`src/rtl/cc_pkg.sv`:
```
// Shared constants and types for the cache controller read-response path.
package cc_pkg;

   localparam int LINE_W     = 512;
   localparam int DATA_W     = 64;
   localparam int BEATS      = LINE_W / DATA_W;
   localparam int BEAT_IDX_W = $clog2(BEATS);

   localparam logic [1:0] RESP_OKAY = 2'b00;

   typedef enum logic {
      S_IDLE = 1'b0,
      S_SEND = 1'b1
   } state_t;

   // A cache line viewed as an array of R-channel beats.
   typedef logic [BEATS-1:0][DATA_W-1:0] line_t;

endpackage

```
`src/rtl/cc_serializer.sv`:
```
// Read-response serializer: turns each hit or fill line into a
// critical-word-first wrapping burst on the interconnect R channel,
// in request order as dictated by the hit flag FIFO.
module cc_serializer
   import cc_pkg::*;
(
   input  logic              clk,
   input  logic              rst,
   input  logic              hit_flag_fifo_empty_i,
   input  logic              hit_flag_fifo_rdata_i,
   output logic              hit_flag_fifo_rden_o,
   input  logic              hit_data_fifo_empty_i,
   input  logic [LINE_W-1:0] hit_data_fifo_rdata_i,
   input  logic [5:0]        hit_data_fifo_offset_i,
   output logic              hit_data_fifo_rden_o,
   input  logic              miss_data_valid_i,
   input  logic [LINE_W-1:0] miss_data_i,
   input  logic [5:0]        miss_offset_i,
   output logic              miss_data_ready_o,
   output logic [DATA_W-1:0] inct_rdata_o,
   output logic [1:0]        inct_rresp_o,
   output logic              inct_rlast_o,
   output logic              inct_rvalid_o,
   input  logic              inct_rready_i
);

   localparam logic [BEAT_IDX_W-1:0] LAST_CNT = BEAT_IDX_W'(BEATS - 1);

   state_t                state_q, state_d;
   line_t                 line_q;
   logic [BEAT_IDX_W-1:0] beat_idx_q;
   logic [BEAT_IDX_W-1:0] beat_cnt_q;

   logic                  sel_hit;
   logic                  src_ok;
   logic                  send;
   logic                  last_hs;
   logic                  load;
   line_t                 src_line;
   logic [BEAT_IDX_W-1:0] src_beat;

   // Byte-within-beat offset bits never matter: beats are always full width.
   logic unused_offset_bits;
   assign unused_offset_bits = ^{hit_data_fifo_offset_i[2:0], miss_offset_i[2:0]};

   // The flag at the FIFO head decides which source owns the next line; a
   // flag whose data is not there yet blocks everything behind it, which
   // is what keeps responses in order.
   assign sel_hit = hit_flag_fifo_rdata_i;
   assign src_ok  = !hit_flag_fifo_empty_i &&
                    (sel_hit ? !hit_data_fifo_empty_i : miss_data_valid_i);
   assign send    = (state_q == S_SEND);
   assign last_hs = send && inct_rready_i && (beat_cnt_q == LAST_CNT);
   // Held off during reset so nothing is popped that the line register drops.
   assign load    = !rst && src_ok && ((state_q == S_IDLE) || last_hs);

   // Source mux: selected line and its critical-word beat index.
   always_comb begin
      src_line = miss_data_i;
      src_beat = miss_offset_i[5:3];
      if (sel_hit) begin
         src_line = hit_data_fifo_rdata_i;
         src_beat = hit_data_fifo_offset_i[5:3];
      end
   end

   // FSM state register.
   always_ff @(posedge clk or posedge rst) begin
      if (rst) state_q <= S_IDLE;
      else     state_q <= state_d;
   end

   // FSM next state: a last-beat handshake chains straight into the next
   // line when one is ready, otherwise drops back to idle.
   always_comb begin
      state_d = state_q;
      case (state_q)
         S_IDLE:  if (src_ok)            state_d = S_SEND;
         S_SEND:  if (last_hs && !src_ok) state_d = S_IDLE;
         default:                        state_d = S_IDLE;
      endcase
   end

   // FSM outputs: pops are one-cycle pulses on load, R channel driven from
   // the latched line so it holds steady under backpressure.
   always_comb begin
      hit_flag_fifo_rden_o = load;
      hit_data_fifo_rden_o = load && sel_hit;
      miss_data_ready_o    = load && !sel_hit;
      inct_rvalid_o        = send;
      inct_rlast_o         = send && (beat_cnt_q == LAST_CNT);
      inct_rdata_o         = send ? line_q[beat_idx_q] : '0;
      inct_rresp_o         = RESP_OKAY;
   end

   // Line register and beat counters: load resets the burst at the
   // critical word, each handshake advances with natural wrap at BEATS.
   always_ff @(posedge clk or posedge rst) begin
      if (rst) begin
         line_q     <= '0;
         beat_idx_q <= '0;
         beat_cnt_q <= '0;
      end else if (load) begin
         line_q     <= src_line;
         beat_idx_q <= src_beat;
         beat_cnt_q <= '0;
      end else if (send && inct_rready_i) begin
         beat_idx_q <= beat_idx_q + 1'b1;
         beat_cnt_q <= beat_cnt_q + 1'b1;
      end
   end

endmodule

```
`config.mk`:
```
export PLATFORM = sky130hd
export DESIGN_NAME = cc_serializer
export DESIGN_NICKNAME = d
export VERILOG_FILES = /design/src/rtl/cc_pkg.sv /design/src/rtl/cc_serializer.sv
export SDC_FILE = /design/constraint.sdc
export NUM_CORES = 1
export LEC_CHECK = 0
export ABC_AREA = 1
export CAP_MARGIN = 5
export CELL_PAD_IN_SITES_DETAIL_PLACEMENT = 2
export CELL_PAD_IN_SITES_GLOBAL_PLACEMENT = 2
export CORE_AREA = 2 2 429 431
export CTS_CLUSTER_DIAMETER = 60
export CTS_CLUSTER_SIZE = 10
export DETAILED_ROUTE_END_ITERATION = 8
export DIE_AREA = 0 0 431 433
export PLACE_DENSITY_LB_ADDON = 0.1
export SYNTH_ARGS = -nofsm -noshare
export SYNTH_HDL_FRONTEND = slang
export SYNTH_SLANG_ARGS = --single-unit
```
`constraint.sdc`:
```
create_clock -name clk -period 20.5 [get_ports clk]
set_input_delay 4.1 -clock clk [delete_from_list [all_inputs] [get_ports clk]]
set_output_delay 4.1 -clock clk [all_outputs]
set_load 0.02 [all_outputs]
```
==> flow_metrics.tcl <==
set metrics [dict create \
    r2r-start "beat_cnt_q[0]$_DFFE_PP0P_" \
    nets 6913 \
    worstHoldPathType "reg2reg" \
    hold_violations 0 \
    slew-limit-headroom 0.281 \
    path_cells "clkdlybuf4s50_1, nand2_1, a21oi_1, nand2_8, inv_16, clkdlybuf4s50_1" \
    powerDensity_nw_per_um2 133 \
    setup_ws_ps 9720 \
    synth_area_leaders "dfrtp_1 42%, nand2_1 34%, o21ai_0 8.0%" \
    p_leak_nw 23.0 \
    worstSetupStartpointType "input port" \
    syn_inst 4972 \
    r2r_setup_slack_ps 14690 \
    cp_common_cell "clkdlybuf4s50_1" \
    max_stage_delay_ps 710 \
    cp_data_arrival_time_ps 6680 \
    cts_setup_buffers 0 \
    final_antenna_net_count 0 \
    cp.required_ps 16400 \
    path_max_fanout 98 \
    ctsHoldBuffers 0 \
    io_buffers 1105 \
    cp.buffers_inverters 3 \
    critical-path-top-delay-family "buffers and inverters" \
    place_congestion 0.781 \
    seq_area_frac_synth 0.420 \
    setup_viol 0 \
    fin_setup_tns_ps 0 \
    mostFrequentLayoutCell "nand2_1" \
    clock-sinks 519 \
    area_growth_syn_to_layout_pct 51.6 \
    fillers 21600 \
    final_cell_mix "2,823 x nand2_1, 1,104 x clkdlybuf4s50_1, 515 x dfrtp_1" \
    dr_total_vias 34400 \
    wl_per_cell_um 22.3 \
    hold_depth 2 \
    layout-drive-gt1-share 0.0327 \
    crit_type "in2out" \
    ctsRootBufferMaster "clkbuf_16" \
    min_to "line_q[156]$_DFFE_PP0P_" \
    netlist.area_leader.share 0.420 \
    via_per_inst 4.14 \
    dr.pass1.iters 5 \
    rows 157 \
    irDropWorstVdd_uv 62.5 \
    post-place-ws_ps 9700 \
    end_kind "output pin" \
    ios 1114 \
    die_area_um2 187000 \
    ys_types 19 \
    yosysWarnings 0 \
    min_period_over_period 0.526 \
    grt_pass1_vias 37100 \
    grt-ovfl-total 0 \
    maxCapViolations 0 \
    antenna_found_initial 8 \
    r2r_end "line_q[501]$_DFFE_PP0P_" \
    design_area_um2 46900 \
    initial_utilization 0.170 \
    placed_cells 8164 \
    rsz0062_at_grt "no" \
    hp-start "line_q[156]$_DFFE_PP0P_" \
    final_cells 8321 \
    clockBufferDepth 3 \
    max_slew.worst_pin.slew_ps 1080 \
    cts_tree "yes" \
    wl_mm 186 \
    clk_latency_ps 700 \
    numCtsBuffers 86 \
    fmax_mhz 92.8 \
    grt_max_degree 229 \
    syn_avg_cell_area_um2 6.22 \
    reg2regPathDepth 11 \
    track_usage 0.194 \
    h-tree-depth 3 \
    die_w_um 431 \
    finalCriticalPeriod_ps 10780 \
    placed_cell_area_um2 43900 \
    crit_slowest_cell "clkdlybuf4s50_1" \
    status "complete, no violations" \
    fin_skew_ps 29.1 \
    drc 0 \
    yosysTopAreaCell "dfrtp_1" \
    ctsResizeCount 0 \
    dp_hpwl_mm 139 \
    drtIter0Drc 1697 \
    slew_violations 0 \
    clkSlewWorstSetupHoldPaths_ps 50 \
    netlist_area_um2 30900 \
    core_area_um2 182000 \
    grt_pass1_wl_mm 266 \
    ys_ff_latch 519 \
    die-height_um 433 \
]
## per-layer routing
layer | up-vias | routed length, µm | track usage
li1 | 16900 | - | -
met1 | 16700 | 86100 | 0.261
met2 | 625 | 89800 | 0.330
met3 | 135 | 6450 | 0.0292
met4 | 0 | 3510 | 0.0388
met5 | - | 0 | 0
## report_power, final
group	internal (mW)	leakage, nW	switching [mW]	total (mW)
Sequential	1.53	6.18	0.241	1.78
Combinational	0.970	15.4	1.91	2.88
Clock	0.961	1.45	0.595	1.56
## sequential cells by signal (all words and copies together), names as in the netlist
signal,cells
inct_rvalid_o,1
beat_cnt_q,3
beat_idx_q,3
line_q,512
## cells by family (layout without fill, tap and decap cells)
| logic type | count (synthesis) | after routing | synth area share |
|---|---|---|---|
| other | 1 | 7 | 0.000121 |
| adder cells (fa/ha/maj) | 3 | 3 | 0.00121 |
| flip-flops | 519 | 519 | 0.420 |
| AND/OR/NAND/NOR | 3263 | 3263 | 0.404 |
| AO/OA/AOI/OAI | 537 | 537 | 0.0869 |
| buffers and inverters | 647 | 1605 | 0.0869 |
| XOR/XNOR | 2 | 2 | 0.000567 |
## cells in the mapped netlist (all sizes together)
cell type and count:
nand2 2824, dfrtp 519, o21ai 492, inv 310, nor2 242, nand3 197
clkbuf 179, buf 158, a21oi 45, ha 3, xor2 2, conb 1
## worst min-delay path, stage by stage (launching register included)
cell and delay (ps):
dfrtp_1 330, nand2_1 50, nand2_1 50
## area by class of cell
class	count	area [µm²]	share of cell area
Multi-Input combinational cell	3807	15300	0.326
Sequential cell	519	13000	0.277
Timing Repair Buffer	1143	11400	0.243
Tap cell	2385	2980	0.0636
Clock buffer	104	2300	0.0490
Inverter	310	1210	0.0258
Clock inverter	48	718	0.0153
Antenna cell	5	12.5	0.000267
## worst max-delay path by stage
stage,start,to,slack [ps],depth (start not counted)
floorplan,rst,beat_cnt_q[0]$_DFFE_PP0P_,1900,1
global placement,inct_rready_i,hit_flag_fifo_rden_o,9720,6
CTS,inct_rready_i,hit_flag_fifo_rden_o,9690,6
detailed placement,inct_rready_i,hit_flag_fifo_rden_o,9700,6
global route,inct_rready_i,hit_flag_fifo_rden_o,9550,6
finish,inct_rready_i,hit_flag_fifo_rden_o,9720,6
## metrics by stage
stage	hold slack, ps	power [mW]	util
2_1_floorplan	444	3.22	-
3_3_place_gp	457	4.71	0.241
3_5_place_dp	460	4.77	0.241
4_1_cts	476	6.39	0.257
5_1_grt	494	6.73	0.257
6_report	470	6.22	0.258
Power figures use the tool's default switching activity.
